$ cat src/rtl/missile_pool_pkg.sv
// Shared constants, FSM encoding and LFSR step for the invader missile pool.
package missile_pool_pkg;

  localparam int INV_COLS      = 11;
  localparam int INV_ROWS      = 5;
  localparam int INV_BITS      = INV_COLS * INV_ROWS;
  localparam int SCREEN_BOTTOM = 470;
  localparam int DEF_COL_PITCH = 16;
  localparam int DEF_ROW_PITCH = 16;

  localparam logic [15:0] LFSR_SEED = 16'hACE1;

  typedef enum logic [1:0] {
    IDLE  = 2'd0,
    SCAN  = 2'd1,
    SPAWN = 2'd2
  } fire_state_e;

  // Fibonacci LFSR, taps 16,14,13,11 (1-based), shifting toward the MSB.
  function automatic logic [15:0] lfsr_next(input logic [15:0] l);
    return {l[14:0], l[15] ^ l[13] ^ l[12] ^ l[10]};
  endfunction

endpackage

$ cat src/rtl/invader_column_scan.sv
// Combinational lookup of one formation column: any live invader, and the lowest live row.
module invader_column_scan
  import missile_pool_pkg::*;
(
  input  logic [INV_BITS-1:0] invaders,
  input  logic [3:0]          col,
  output logic                any_alive,
  output logic [2:0]          bottom_row
);

  logic [INV_ROWS-1:0] col_bits;

  always_comb begin
    col_bits = '0;
    for (int c = 0; c < INV_COLS; c++)
      if (col == 4'(c))
        for (int r = 0; r < INV_ROWS; r++)
          col_bits[r] = invaders[r*INV_COLS + c];
    any_alive  = |col_bits;
    // Row 4 is the bottom of the formation, so the highest set row wins.
    bottom_row = '0;
    for (int r = 0; r < INV_ROWS; r++)
      if (col_bits[r]) bottom_row = 3'(r);
  end

endmodule

$ cat src/rtl/missile_pool.sv
// Invader missile pool: picks a firing column, spawns missiles below it,
// moves them down each frame and retires them on hit or at the screen bottom.
module missile_pool
  import missile_pool_pkg::*;
#(
  parameter int NUM_MISSILES  = 3,
  parameter int FIRE_INTERVAL = 40,
  parameter int SPEED         = 2,
  parameter int AIM_MODE      = 0,
  parameter int COL_PITCH     = DEF_COL_PITCH,
  parameter int ROW_PITCH     = DEF_ROW_PITCH,
  parameter int SPRITE_H      = 8,
  parameter int BOTTOM_Y      = SCREEN_BOTTOM
)(
  input  logic                      clk,
  input  logic                      rst,
  input  logic                      arst,
  input  logic                      frame,
  input  logic                      done,
  input  logic [INV_BITS-1:0]       invaders,
  input  logic [9:0]                invaders_x,
  input  logic [9:0]                invaders_y,
  input  logic [9:0]                player_x,
  input  logic [NUM_MISSILES-1:0]   missile_collision,
  output logic [NUM_MISSILES-1:0]   m_active,
  output logic [10*NUM_MISSILES-1:0] m_x,
  output logic [10*NUM_MISSILES-1:0] m_y
);

  localparam int CNT_W = (FIRE_INTERVAL > 1) ? $clog2(FIRE_INTERVAL) : 1;
  localparam logic [CNT_W-1:0] CNT_RELOAD = CNT_W'(FIRE_INTERVAL - 1);
  localparam logic [3:0] LAST_COL = 4'(INV_COLS - 1);

  logic                    reset;
  logic [15:0]             lfsr;
  logic [CNT_W-1:0]        cnt;
  fire_state_e             state, state_nxt;
  logic [3:0]              col, col_nxt, scanned, scanned_nxt;
  logic [2:0]              row, row_nxt;
  logic                    fire_req, spawn_en;
  logic                    any_alive;
  logic [2:0]              bottom_row;
  logic [NUM_MISSILES-1:0] slot_free, spawn_oh;
  logic [3:0]              lfsr_col, aim_col, start_col;
  logic [9:0]              aim_off, aim_div, spawn_x, spawn_y;

  assign reset    = rst | arst;
  assign fire_req = frame & ~done & (cnt == '0) & (state == IDLE);
  assign slot_free = ~m_active;

  assign lfsr_col = (lfsr[3:0] >= 4'(INV_COLS)) ? lfsr[3:0] - 4'(INV_COLS) : lfsr[3:0];
  assign aim_off  = player_x - invaders_x;
  assign aim_div  = aim_off / 10'(COL_PITCH);
  assign aim_col  = (player_x < invaders_x)      ? 4'd0 :
                    (aim_div > 10'(INV_COLS - 1)) ? LAST_COL : aim_div[3:0];
  assign start_col = (AIM_MODE != 0) ? aim_col : lfsr_col;

  assign spawn_x = invaders_x + 10'(col) * 10'(COL_PITCH) + 10'(COL_PITCH/2 - 1);
  assign spawn_y = invaders_y + 10'(row) * 10'(ROW_PITCH) + 10'(SPRITE_H);

  invader_column_scan u_scan (
    .invaders   (invaders),
    .col        (col),
    .any_alive  (any_alive),
    .bottom_row (bottom_row)
  );

  always_comb begin
    spawn_oh = '0;
    for (int i = NUM_MISSILES - 1; i >= 0; i--)
      if (slot_free[i]) begin
        spawn_oh    = '0;
        spawn_oh[i] = 1'b1;
      end
  end

  always_ff @(posedge clk) begin
    if (reset) begin
      lfsr    <= LFSR_SEED;
      cnt     <= CNT_RELOAD;
      state   <= IDLE;
      col     <= '0;
      scanned <= '0;
      row     <= '0;
    end else begin
      lfsr    <= lfsr_next(lfsr);
      state   <= state_nxt;
      col     <= col_nxt;
      scanned <= scanned_nxt;
      row     <= row_nxt;
      if (frame && !done)
        cnt <= (cnt == '0) ? CNT_RELOAD : cnt - 1'b1;
    end
  end

  always_comb begin
    state_nxt   = state;
    col_nxt     = col;
    scanned_nxt = scanned;
    row_nxt     = row;
    spawn_en    = 1'b0;
    unique case (state)
      IDLE: if (fire_req && |slot_free) begin
        state_nxt   = SCAN;
        col_nxt     = start_col;
        scanned_nxt = '0;
      end
      SCAN: if (any_alive) begin
        state_nxt = SPAWN;
        row_nxt   = bottom_row;
      end else if (scanned == LAST_COL) begin
        state_nxt = IDLE;
      end else begin
        col_nxt     = (col == LAST_COL) ? 4'd0 : col + 4'd1;
        scanned_nxt = scanned + 4'd1;
      end
      SPAWN: begin
        spawn_en  = 1'b1;
        state_nxt = IDLE;
      end
      default: state_nxt = IDLE;
    endcase
  end

  for (genvar i = 0; i < NUM_MISSILES; i++) begin : g_slot
    logic        act_q;
    logic [9:0]  x_q, y_q;
    logic [10:0] y_sum;

    // 11-bit sum so a wrap past 1023 still counts as reaching the bottom.
    assign y_sum = {1'b0, y_q} + 11'(SPEED);

    always_ff @(posedge clk) begin
      if (reset) begin
        act_q <= 1'b0;
        x_q   <= '0;
        y_q   <= '0;
      end else if (spawn_en && spawn_oh[i]) begin
        act_q <= 1'b1;
        x_q   <= spawn_x;
        y_q   <= spawn_y;
      end else if (act_q && missile_collision[i]) begin
        act_q <= 1'b0;
        x_q   <= '0;
        y_q   <= '0;
      end else if (act_q && frame && !done) begin
        if (y_sum >= 11'(BOTTOM_Y)) begin
          act_q <= 1'b0;
          x_q   <= '0;
          y_q   <= '0;
        end else begin
          y_q <= y_sum[9:0];
        end
      end
    end

    assign m_active[i]       = act_q;
    assign m_x[10*i +: 10]   = x_q;
    assign m_y[10*i +: 10]   = y_q;
  end

endmodule

$ cat config.mk
export PLATFORM = sky130hd
export DESIGN_NAME = missile_pool
export DESIGN_NICKNAME = d
export VERILOG_FILES = /design/src/rtl/missile_pool_pkg.sv /design/src/rtl/invader_column_scan.sv /design/src/rtl/missile_pool.sv
export SDC_FILE = /design/constraint.sdc
export NUM_CORES = 1
export LEC_CHECK = 0
export CAP_MARGIN = 20
export CORE_MARGIN = 5
export CORE_UTILIZATION = 55
export CTS_BUF_LIST = sky130_fd_sc_hd__clkbuf_8
export DETAILED_ROUTE_END_ITERATION = 10
export HOLD_SLACK_MARGIN = 0.1
export PLACE_DENSITY = 0.89
export RECOVER_POWER = 25
export SYNTH_ARGS = -nofsm -noshare
export SYNTH_HDL_FRONTEND = slang
export SYNTH_SLANG_ARGS = --single-unit
$ cat constraint.sdc
create_clock -name clk -period 4.7 [get_ports clk]
set_input_delay 1.41 -clock clk [delete_from_list [all_inputs] [get_ports clk]]
set_output_delay 1.41 -clock clk [all_outputs]
set_load 0.03 [all_outputs]
=== After elaboration in Yosys (flattened, before gate mapping) ===
Cells that the tools add are included.

* Memory bits (writable): 0
* Memories: 0
* Output and inout port bits: 63
* Latch bits: 0
* Flip-flop bits (word level): 98
* Memory bits (read-only): 0

* Reductions and logical operators: 33
* Add/subtract/negate cells: 11
* $lt $le $gt $ge: 4
* Equal/unequal tests: 17
* Multiply operators: 0
* Divide/modulo/power cells: 0
* Bitwise logic cells: 9
* Shift-type cells: 0
* Mux-type cells: 70

{| class="wikitable"
|+ Operator list
! cell !! number
|-
| 10-bit two-way mux || 24
|-
| 5-bit two-way mux || 11
|-
| 10-bit by 2-bit adder with 11-bit output (second input constant) || 3
|-
| 11-bit by 9-bit greater-or-equal comparator with 1-bit output (second input constant) || 3
|-
| 4-bit two-way mux || 8
|-
| 3-bit nonzero test || 6
|-
| 4-bit by 3-bit equality test with 1-bit output (second input constant) || 4
|-
| 4-bit equality test (second input constant) || 4
|-
| 4-bit case mux with 2 select lines || 2
|-
| 1-bit logical AND || 14
|-
| 1-bit two-way mux || 14
|-
| 3-bit two-way mux || 4
|-
| 10-bit by 3-bit adder with 10-bit output (second input constant) || 1
|-
| 10-bit by 4-bit adder with 10-bit output (second input constant) || 1
|-
| 10-bit by 7-bit adder with 10-bit output || 1
|-
| 10-bit by 8-bit adder with 10-bit output || 1
|-
| 2-bit two-way mux || 5
|-
| 2-bit AND reduction || 5
|-
| 4-bit by 1-bit adder with 4-bit output (second input constant) || 2
|-
| 4-bit by 2-bit equality test with 1-bit output (second input constant) || 2
|-
| 6-bit logical NOT || 1
|-
| 6-bit two-way mux || 1
|-
| 6-bit by 1-bit subtractor with 6-bit output (second input constant) || 1
|-
| 5-bit OR reduction || 1
|-
| 20 further kinds || 25
|}

=== Depth between registers and ports, before layout ===
Gate-level depths: netlist (run 1).

* Depth after elaboration: 16
* Depth in mapped cells: 11
* Mapped depth without buffers: 9

=== By module ===
A second synthesis (run 1) with hierarchy kept.

* Cells, all modules: 805
* Area total of the unflattened synthesis: 6384.9 um^2

{| class="wikitable"
|+ By module, submodules not included
! module !! instances !! area an instance (um^2) !! sequential area each (um^2) !! cells an instance
|-
| missile_pool || 1 || 5612.9 || 1961.9 || 698
|-
| invader_column_scan || 1 || 772.0 || 0.0 || 107
|}

=== Worst setup path after synthesis (run 1) ===
No wires, ideal clock.

* Path type: input-to-reg
* From: input port frame
* To: register scanned[3]
* Setup time: 0.070 ns
* Setup slack: 1.224 ns
* Data arrival time: 3.406 ns
* Required time: 4.630 ns
* Stages on the path: 9
* Path through: nor2b_1 -> clkbuf_1 -> nor2b_1 -> nand3_1 -> o21a_1 -> or3_1 -> clkbuf_1 -> or4_1 -> a21oi_1

* Longest elaborated chain between the ends: 6

{| class="wikitable"
|+ RTL lines
! what !! line !! text
|-
| from (decl) || missile_pool.sv:18 || <nowiki>input logic frame,</nowiki>
|-
| 1-bit AND (3 in series) || missile_pool.sv:48 || <nowiki>assign fire_req = frame & ~done & (cnt == '0) & (state == IDLE);</nowiki>
|-
| 1-bit logical AND || missile_pool.sv:103 || <nowiki>IDLE: if (fire_req && |slot_free) begin</nowiki>
|-
| 2-bit by 1-bit != test with 1-bit output (no line) || -- ||
|-
| 4-bit AND reduction (no line) || -- ||
|-
| to (signal assigned) || missile_pool.sv:89 || <nowiki>scanned <= scanned_nxt;</nowiki>
|-
| to (decl) || missile_pool.sv:38 || <nowiki>logic [3:0] col, col_nxt, scanned, scanned_nxt;</nowiki>
|}

Every way passes these cells.
A chain may end at the register's enable or synchronous reset.

=== Worst setup path in the final report (run 1) ===
Same ends and word-level chain as after synthesis.

==> results.yml, run 1 <==
worst_setup_path:
  cp.required_ps: 5020
  r2r_slack_ps: 1350
  critPathKind: "input pin to register"
  reg2reg_depth: 7
  worstReg2RegStart: "col[2]"
  r2r_end: "scanned[1]"
  crit_end: "scanned[3]"
  crit_start: "frame"
  end_kind: "register"
  critPathArrivalTime_ps: 4120
  path_max_fanout: 9
  crit_path_start_kind: "input pin"
synthesis:
  synth_seq_cells: 98
  ys_types: 75
  synth_edf_count: 0
  async_flop_share: 0
  synth_fa_ha_area_frac: 0.04318
  yosysTopAreaCell: "dfxtp_1"
  synthMuxAreaShare: 0.02578
  ys.warnings.count: 0
  synthTopCellsByArea: "dfxtp_1 33%, a22oi_1 4.9%, nor2_1 4.8%, ha_1 4.0%, a21oi_1 3.9%"
  yosysSeqAreaShare: 0.3287
  synth_compound_area_frac: 0.2756
  yosys-top-cells-count: "98 x dfxtp_1, 77 x nor2_1, 57 x nand2_1, 47 x a21oi_1, 44 x o21ai_0"
  synth_ff_type: "dfxtp_1"
  synth_most_common_cell: "dfxtp_1"
  synth_top_family_by_area: "compound AO/OA/AOI/OAI gates"
  synth_xor_area_frac: 0.03961
  synth-simple-area-share: 0.2280
  synth.cell_area_mm2: 0.005969
  avgSynthCellArea_um2: 7.949
  synth_cells: 751
  yosys.area.top_type_share: 0.3287
  syn-num-nets: 864
place:
  pre_cts_ws_ps: 604.9
  placed_area_mm2: 0.007432
  place_congestion: 0.9236
  io_buffers: 145
  dp.cells: 995
  hpwl_um: 13620
global_route:
  grt_pass1_wl_um: 28960
  grt_pass1_vias: 6090
  grt_max_degree: 43
  antenna_found_initial: 0
  track_usage: 0.2691
  overflow: 0
power_and_ir_drop:
  p_per_area_mw_per_mm2: 203.6
  power_leakage_nw: 2.750
  switching_share: 0.2689
  pwr-share-seq: 0.539
  vdd_ir_drop_max_mv: 0.1570
  clock_power_share: 0.357
  p_int_mw: 1.140
  power.switching_mw: 0.4191
  p_comb_frac: 0.105
  total_power_mw: 1.559
routing:
  viasPerCell: 6.243
  postRouteAntennaNets: 0
  num_vias: 6318
  drt_iter0_drc: 685
  wl_per_cell_um: 17.77
  routed_wl_um: 17980
  drc: 0
  first_pass_iters: 6
clocking:
  cts_max_path_buffers: 2
  cts_tree: "built"
  post_cts_resized: 0
  htreeDepth: 3
  path_clk_slew_ps: 110
  root_buffer: "clkbuf_8"
  clk_latency_ps: 380
  cts.sinks: 98
  cts_setup_buffers: 0
  numCtsBuffers: 9
  cts-hold-fix-buffers: 0
timing:
  max_slew_margin: 0.1015
  hold_ws_ps: 418.6
  worst_slew_pin_slew_ps: 1348
  fin_skew_ps: 15.28
  final_hold_viol_count: 0
  final_max_slew_viol_count: 0
  setup_viol_count_final: 0
  period_share: 0.8091
  fin_crit_ps: 3803
  rsz0062_at_grt: "no"
  fmax_mhz: 263.0
  setup_tns_ps: 0
  worst_slack_ps: 897.2
floorplanning:
  rows: 38
  die_w_um: 114.2
  initial_core_util: 0.5555
  ios: 156
  fp.dieH_um: 114.2
  core_area_mm2: 0.01075
  die_area_mm2: 0.01304
layout:
  final_cells: 1012
  fin_util: 0.7125
  drive_gt1_frac: 0.04472
  diodes: 0
  nNetsFinal: 980
  syn_to_final_growth_pct: 28.25
  fin_area_mm2: 0.007656
worst_hold_path:
  hp-class: "register to register"
run_status:
  status: "completed"
job:
  max-cap-violations: 0
[critical path, cell delays in order]
cell and delay [ps]:
clkdlybuf4s50_1 450, nor2b_1 130, buf_4 180, nor2b_1 300, nand3_1 300, o21a_1 210
or3_1 480, or4_1 510, a21oi_1 150
[cells in the final DEF (no fill, tap or decap), types with 11 or more instances in the layout]
master and count:
xnor2_1 19, or3_1 11, inv_1 29, nand2_1 57
a22oi_1 39, nor2_1 77, a21oi_1 47, a31oi_1 13
mux2i_1 12, dlygate4sd3_1 22, o21ai_0 44, ha_1 19
nand3_1 24, dfxtp_1 98, clkdlybuf4s50_1 123, nand2b_1 14
nor2b_1 11, and2_1 13, o31ai_1 11, nor3_1 19
[power by group through the flow]
stage          Combinational [mW]  Clock (mW)  Sequential (mW)
2_1_floorplan              0.0649           0            0.858
3_3_place_gp                0.158           0            0.858
3_5_place_dp                0.161           0            0.859
4_1_cts                     0.162       0.565            0.840
5_1_grt                     0.175       0.596            0.841
6_report                    0.163       0.556            0.840
[per-layer routing]
metal | wire length [um] | track usage | vias to the layer above
li1 | - | - | 2991
met1 | 7477 | 0.3389 | 2992
met2 | 8787 | 0.4594 | 291
met3 | 1254 | 0.04228 | 44
met4 | 465 | 0.1085 | 0
met5 | 0 | 0 | -
[worst min-delay path by stage]
stage             from       end  slack, ps  cells past startpoint
6_report       lfsr[5]   lfsr[6]        420                      1
5_1_grt        lfsr[5]   lfsr[6]        440                      1
4_1_cts        lfsr[5]   lfsr[6]        430                      1
3_5_place_dp   lfsr[4]   lfsr[5]        400                      1
3_3_place_gp   lfsr[6]   lfsr[7]        400                      1
2_1_floorplan  lfsr[9]  lfsr[10]        380                      1
[logic make-up after synthesis]
family          after synthesis
buf+inv                      79
simple gates                272
compound gates              241
fa+ha+maj                    20
mux                          14
xor+xnor                     27
flops                        98
[registers in the layout (all words and copies together) (netlist names)]
name,count
cnt,6
col,4
g_slot.x_q,30
scanned,4
g_slot.act_q,3
g_slot.y_q,30
lfsr,16
state,2
row,3
[final cells by class]
type	count	area, um2
multi-input combinational	574	3665
fill	867	3089
sequential	98	1962
timing repair buffer	155	1543
tap	140	175.2
clock buffer	9	123.9
inverter	29	108.9
clock inverter	7	78.83
(Power assumes the default switching activity.)
==> inputs of run 2 (changes only) <==
Settings changed: CORE_UTILIZATION 55 to 46, PLACE_DENSITY 0.89 to 0.79.
Clock period 4.7 ns to 3.4 ns, I/O delays scaled along.
==> run 2 against run 1 <==
The run now ends with capacitance limit, slew limit left; global-route usage fell by 5.0 points; hold slack got worse by 3.5 ps; final cell count rose by 5.4%; combinational power rose by 44%; utilization fell by 9.3 points; critical endpoint is now g_slot[1].x_q[8]; clock power rose by 42%; setup slack got worse by 710 ps; non-clock buffer count rose by 23.
==> results.yml, run 2 (synthesis gave the netlist of run 1 again) <==
run_status:
  status: "finished, violations left"
  violations: "capacitance limit, slew limit"
place:
  hpwl_um: 13360
  dp.cells: 1051
  io_buffers: 145
  place_congestion: 0.9246
  placed_area_mm2: 0.007652
worst_setup_path:
  worstReg2RegStart: "col[1]"
  crit_buf_inv: 1
  cp_top_family: "simple AND/OR/NAND/NOR gates"
  critPathMaxStageDelay_ps: 1170
  critPathArrivalTime_ps: 3480
  reg2reg_depth: 8
  cp_cell_sequence: "dlygate4sd3_1 > or2_0 > nor2_1 > a32o_1"
  end_kind: "register"
  r2r_end: "scanned[3]"
  crit_path_start_kind: "input pin"
  r2r_slack_ps: 420
  cp.required_ps: 3670
  crit_slowest_cell: "or2_0"
  path_max_fanout: 24
  critPathKind: "input pin to register"
floorplanning:
  die_w_um: 123.9
  rows: 41
  core_area_mm2: 0.01267
  ios: 156
  die_area_mm2: 0.01535
  fp.dieH_um: 123.9
  initial_core_util: 0.4711
timing:
  setup_viol_count_final: 0
  final_hold_viol_count: 0
  max_slew_margin: -0.01536
  period_share: 0.9435
  fmax_mhz: 311.7
  worst_slew_pin_slew_ps: 1523
  fin_skew_ps: 11.55
  rsz0062_at_grt: "no"
  fin_crit_ps: 3208
  hold_ws_ps: 415.1
  final_max_slew_viol_count: 25
layout:
  diodes: 0
  final_cells: 1067
  largest_registers: "g_slot.x_q x30, g_slot.y_q x30, lfsr x16"
  fin_area_mm2: 0.007851
  layout_common_cells: "126 x clkdlybuf4s50_1, 98 x dfxtp_1, 77 x nor2_1"
  drive_gt1_frac: 0.06704
  syn_to_final_growth_pct: 31.52
  regArea_mm2: 0.001962
  multi_input_area_mm2: 0.003665
  final_common_cell: "clkdlybuf4s50_1"
  nNetsFinal: 1003
  num-fill-cells: 1145
global_route:
  antenna_found_initial: 0
  track_usage: 0.2193
  grt_max_degree: 31
  grt_pass1_wl_um: 27500
  grt_pass1_vias: 5691
  overflow: 0
power_and_ir_drop:
  power_leakage_nw: 2.834
  vdd_ir_drop_max_mv: 0.2378
  p_per_area_mw_per_mm2: 278.0
clocking:
  cts.sinks: 98
  htreeDepth: 3
  path_clk_slew_ps: 100
  cts_tree: "built"
  root_buffer: "clkbuf_8"
  cts-hold-fix-buffers: 0
  cts_setup_buffers: 0
  numCtsBuffers: 9
  clk_latency_ps: 370
  post_cts_resized: 0
  cts_max_path_buffers: 2
routing:
  wl_met1_um: 7754
  routed_wl_um: 17510
  viasPerCell: 5.858
  route.met3.wl_um: 1207
  postRouteAntennaNets: 0
  top_layer: "met4"
  drc: 0
  wl_per_cell_um: 16.41
  wl_met2_um: 8250
  num_vias: 6250
  drt_iter0_drc: 597
  first_pass_iters: 5
worst_hold_path:
  hold_start: "lfsr[6]"
  whs_path_depth: 1
  whs_endpoint: "lfsr[7]"
  hp-class: "register to register"
job:
  max-cap-violations: 1
## run 2: worst max path at each step
stage            startpoint          endpoint  slack [ps]  cells past startpoint
2_1_floorplan         frame        scanned[3]         310                      9
3_3_place_gp   invaders[54]        scanned[3]           7                      8
3_5_place_dp   invaders[48]        scanned[3]         -30                      8
4_1_cts        invaders[48]        scanned[3]         370                      8
5_1_grt                arst  g_slot[1].x_q[8]         110                      4
6_report               arst  g_slot[1].x_q[8]         190                      4
## run 2: cell type report
type | instances | area share
Inverter | 29 | 0.01386
Tap cell | 172 | 0.02741
Clock inverter | 6 | 0.009084
Multi-Input combinational cell | 574 | 0.4668
Sequential cell | 98 | 0.2499
Clock buffer | 10 | 0.01753
Timing Repair Buffer | 178 | 0.2155
## run 2: layer usage
metal  track usage  vias to the layer above
met4       0.05202                        0
met2        0.3650                      265
met3       0.03724                       33
met5             0                        -
li1              -                     3027
met1        0.2976                     2925
## run 2: report_power, final
group | internal, mW | leakage [nW] | switching (mW)
logic | 0.134 | 1.94 | 0.101
clock network | 0.367 | 0.0995 | 0.421
registers | 1.16 | 0.792 | 0.00484
total | 1.66 | 2.83 | 0.527
## run 2: stage by stage
step           TNS [ps]  setup WS, ps  power (mW)  utilization
3_5_place_dp     -81.95        -33.20       1.422       0.6039
5_1_grt               0         109.3       2.264       0.6196
2_1_floorplan         0         314.4       1.275            -
4_1_cts               0         367.8       2.201       0.6204
6_report              0         192.1       2.183       0.6196
3_3_place_gp          0         6.686       1.420       0.6039
==> inputs of run 3 (changes only) <==
Settings changed: CORE_UTILIZATION 46 to 56, DONT_BUFFER_PORTS from default to 1, PLACE_DENSITY 0.79 to 0.74.
==> run 3 against run 2 <==
The run now ends clean; utilization down 1.1 points; count of clock-buffer cells in the layout down 1; non-clock buffer count down 150; largest cell class unchanged; highest routed layer unchanged.
==> results.yml, run 3 (synthesis gave the netlist of run 1 again) <==
job:
  max-cap-violations: 0
power_and_ir_drop:
  total_power_mw: 2.075
  p_per_area_mw_per_mm2: 329.0
  power_leakage_nw: 2.211
  vdd_ir_drop_max_mv: 0.2622
routing:
  first_pass_iters: 6
  drc: 0
  drt_iter0_drc: 663
  postRouteAntennaNets: 0
  wl_per_cell_um: 19.03
  routed_wl_um: 16770
  viasPerCell: 6.515
  num_vias: 5740
clocking:
  cts_tree: "built"
  path_clk_slew_ps: 110
  root_buffer: "clkbuf_8"
  post_cts_resized: 0
  cts-hold-fix-buffers: 0
  cts_max_path_buffers: 2
  cts_setup_buffers: 0
  clk_latency_ps: 380
  numCtsBuffers: 9
  htreeDepth: 3
  cts.sinks: 98
layout:
  largest_registers: "g_slot.x_q x30, g_slot.y_q x30, lfsr x16"
  final_common_cell: "dfxtp_1"
  fin_area_mm2: 0.006309
  drive_gt1_frac: 0.06846
  final_cells: 881
  syn_to_final_growth_pct: 5.680
  layout_common_cells: "98 x dfxtp_1, 77 x nor2_1, 57 x nand2_1"
  diodes: 0
  fin_util: 0.6083
  nNetsFinal: 853
  num-fill-cells: 952
global_route:
  track_usage: 0.2475
  grt_max_degree: 56
  grt_pass1_vias: 5217
  grt_pass1_wl_um: 26300
  overflow: 0
  antenna_found_initial: 0
worst_setup_path:
  end_kind: "register"
  cp_cell_sequence: "clkbuf_1 > ha_1 > nand3_1 > nor3_1 > mux2i_1 > and2_1 > nand2_1 > or4_1 > a31oi_1"
  crit_buf_inv: 1
  crit_slowest_cell: "clkbuf_1"
  critPathMaxStageDelay_ps: 510
  crit_path_start_kind: "register"
  critPathKind: "register to register"
  path_max_fanout: 9
  cp_top_family: "simple AND/OR/NAND/NOR gates"
  critPathArrivalTime_ps: 3420
  cp.required_ps: 3690
floorplanning:
  initial_core_util: 0.5757
  core_area_mm2: 0.01037
  fp.dieH_um: 113.2
  rows: 37
  die_w_um: 113.2
  die_area_mm2: 0.01282
  ios: 156
timing:
  period_share: 0.9184
  final_hold_viol_count: 0
  rsz0062_at_grt: "no"
  fmax_mhz: 320.2
  worst_slack_ps: 277.4
  setup_viol_count_final: 0
  fin_skew_ps: 19.18
  final_max_slew_viol_count: 0
  fin_crit_ps: 3123
  hold_ws_ps: 416.8
  worst_slew_pin_slew_ps: 987.4
  setup_tns_ps: 0
  max_slew_margin: 0.3417
place:
  pre_cts_ws_ps: 215.6
  place_congestion: 0.9214
  io_buffers: 0
  hpwl_um: 12620
  placed_area_mm2: 0.006111
  dp.cells: 864
worst_hold_path:
  hp-class: "register to register"
run_status:
  status: "completed"
==> run 3: changes by cell type in the layout (fill, tap and decap cells not counted), sizes merged, moves of 4 or more <==
cell / delta
clkdlybuf4s50: -126
buf: -10
clkbuf: +4
dlygate4sd3: -19
==> run 3: area by class of cell <==
type	instances	area [um2]	share of cell area
Clock buffer	9	123.9	0.01964
Sequential cell	98	1962	0.3110
Tap cell	136	170.2	0.02697
Inverter	29	108.9	0.01725
Clock inverter	7	93.84	0.01488
Timing Repair Buffer	28	185.2	0.02935
Multi-Input combinational cell	574	3665	0.5809
==> run 3: final timing paths <==
check	start	end	slack, ps	cells past startpoint
max	g_slot[0].y_q[2]	g_slot[0].y_q[5]	280	9
min	lfsr[6]	lfsr[7]	420	1
max reg2reg	g_slot[0].y_q[2]	g_slot[0].y_q[5]	280	9
min reg2reg	lfsr[6]	lfsr[7]	420	1
==> run 3: report_power, final <==
| part | total (mW) | leakage [nW] | internal (mW) | switching (mW) |
|---|---|---|---|---|
| Combinational | 0.116 | 1.31 | 0.0442 | 0.0722 |
| Clock | 0.798 | 0.108 | 0.305 | 0.493 |
| Sequential | 1.16 | 0.792 | 1.16 | 0.00487 |
| Total | 2.08 | 2.21 | 1.50 | 0.570 |
==> run 3: metal layers <==
| layer | up-vias | share of wire | global-route usage | wire length [um] |
|---|---|---|---|---|
| met5 | - | 0 | 0 | 0 |
| met4 | 0 | 0.021 | 0.08013 | 349 |
| met3 | 37 | 0.090 | 0.06524 | 1506 |
| met2 | 252 | 0.47 | 0.4024 | 7911 |
| met1 | 2723 | 0.42 | 0.3202 | 6999 |
| li1 | 2728 | - | - | - |
==> run 3: worst register-to-register path, delay by kind of cell (launching register included) <==
| kind | cells | cell delay [ps] |
|---|---|---|
| AOI/OAI and AO/OA | 1 | 180 |
| and+or+nand+nor | 5 | 1350 |
| DFF | 1 | 320 |
| adders and majority gates | 1 | 420 |
| buffers and inverters | 1 | 510 |
| muxes | 1 | 250 |
==> edit (settings of run 3) <==
`NUM_MISSILES`: 3 -> 5.
--- a/src/rtl/missile_pool.sv
+++ b/src/rtl/missile_pool.sv
@@ -5,3 +5,3 @@
 #(
-  parameter int NUM_MISSILES  = 3,
+  parameter int NUM_MISSILES  = 5,
   parameter int FIRE_INTERVAL = 40,
Ports: changed (resized m_active, m_x, m_y and missile_collision); port bits go from 156 to 200. The function was not compared with the original's and may differ.
==> edit against run 3 <==
- the flow now finishes with violations (capacitance limit, slew limit)
- hold slack got worse by 0.0065 ns
- wire length increased by 42%
- worst setup slack improved by 0.063 ns
- cell area increased by 39%
- die area increased by 32%
- sequential power increased by 42%
- synthesized area increased by 36%
- non-clock buffer count increased by 25
- total power increased by 50%
- utilization increased by 0.24 points
- sequential cell count increased by 42
- global-route usage increased by 3.1 points
- largest cell class unchanged
==> edit: results (changes against run 3) <==
metric	value	unit	change
core.rowCount	44		+19%
final.fill_count	1310		+38%
timing.critical_path.slowest_cell_delay	0.46	ns	-0.05 ns
drv_slew	23		+23
violations	capacitance limit, slew limit		
top_family_by_delay_on_critical_path	compound AO/OA/AOI/OAI gates		
detailedRoute.firstPassIterationCount	5		-1
reg.largest.list	g_slot.x_q (50), g_slot.y_q (50), lfsr (16)		
synth_cell_type_count	81		+8.0%
design.final.nets	1104		+29%
leakage	0.00325	uW	+47%
end_kind	register		
status	finished, violations left		
cells_after_dpl	1150		+33%
setup_slack_of_the_most_critical_reg_to_reg_path	0.34	ns	+0.06 ns
maximum_number_of_pins_on_one_net_before_global_route_repair	40		-29%
clkTransAtPathRegs	0.09	ns	-0.02 ns
diodes_inserted	0		unchanged
cts_repair_resize_count	0		unchanged
globalRouteTotalUtil	0.278		+0.0309
p_int	2250	uW	+50%
irDropWorstVdd	330	uV	+26%
via_count_of_the_first_global_routing_pass	7070		+36%
grt_pass1_wl	37.4	mm	+42%
ys_seq_area_frac	0.346		+0.0171
post_synth.cell_area_avg	8.31	um^2	+4.6%
timing_worst_setup_path_type	reg -> reg		
r2r.worst_path.cells	11		+2
hold_slack	0.410	ns	-0.00648 ns
arrival	3.45	ns	+0.03 ns
num_vias	7617		+33%
worst_hold_startpoint	lfsr[14]		
drive_gt1_frac	0.0993		+0.0308
synth_area_leaders	sky130_fd_sc_hd__dfxtp_1 35%, sky130_fd_sc_hd__a21oi_1 4.1%, sky130_fd_sc_hd__ha_1 3.5%		
post_cts_buffers	0		unchanged
min_delay_worst_endpoint	lfsr[15]		
hpwl	17.4	mm	+38%
routabilityCongestion	0.911		-1.1%
detailedRoute.firstIterationViolations	686		+3.5%
yosysWarnings	0		unchanged
synth.top_cells.by_count	140 x sky130_fd_sc_hd__dfxtp_1, 75 x sky130_fd_sc_hd__nor2_1, 68 x sky130_fd_sc_hd__nand2_1, 66 x sky130_fd_sc_hd__a21oi_1, 48 x sky130_fd_sc_hd__o21ai_0		
cts-buffers-inserted	17		+8
r2r_start	g_slot[0].y_q[1]		
endpoint	g_slot[0].x_q[5]		
cts-htree-levels	4		+1
detail_route.vias_per_cell	6.45		-1.0%
maxCapViolations	1		+1
slew_headroom	-0.0836		-0.425
critPathMaxFanout	12		+3
finalClockSkew	0.0132	ns	-0.00596 ns
worstSkewPairLatency	0.46	ns	+0.08 ns
wl_per_cell	20.2	um	+6.2%
grt_antenna_before_repair	0		unchanged
## edit: power groups by stage
stage	Clock, uW	Sequential (uW)	Combinational (uW)
2_1_floorplan	0	1690	109
3_3_place_gp	0	1690	162
3_5_place_dp	0	1690	163
4_1_cts	1310	1650	164
5_1_grt	1390	1650	177
6_report	1290	1650	163
## edit: area by class of cell
| type | instances | area share |
|---|---|---|
| Inverter | 39 | 0.0167 |
| Timing Repair Buffer | 53 | 0.0415 |
| Tap cell | 184 | 0.0262 |
| Clock inverter | 13 | 0.0140 |
| Multi-Input combinational cell | 734 | 0.554 |
| Sequential cell | 140 | 0.319 |
| Clock buffer | 18 | 0.0282 |
## edit: stage by stage
step                cell area [um^2]  utilization  total power (uW)  setup slack, ns
finish                          8780        0.611              3110            0.341
CTS                             8820        0.614              3120            0.429
floorplan                       8110            -              1800            0.509
detailed placement              8450        0.588              1850            0.305
global placement                8450        0.588              1850            0.320
global route                    8780        0.611              3220            0.161
## edit: logic make-up (layout without fill, tap and decap cells)
kind of cell	Yosys count	count (layout)	share of synthesized area
AO/OA/AOI/OAI	338	338	0.299
AND/OR/NAND/NOR	323	323	0.203
flip-flops	140	140	0.346
buffers and inverters	101	123	0.0551
XOR/XNOR	28	28	0.0303
adder cells (fa/ha/maj)	24	24	0.0380
multiplexers	21	21	0.0286
## edit: layer usage
metal	part of all wire	GRT usage	up-vias
met5	0	0	-
met4	0.026	0.0947	0
met3	0.11	0.102	48
met2	0.45	0.430	342
met1	0.42	0.360	3559
li1	-	-	3668
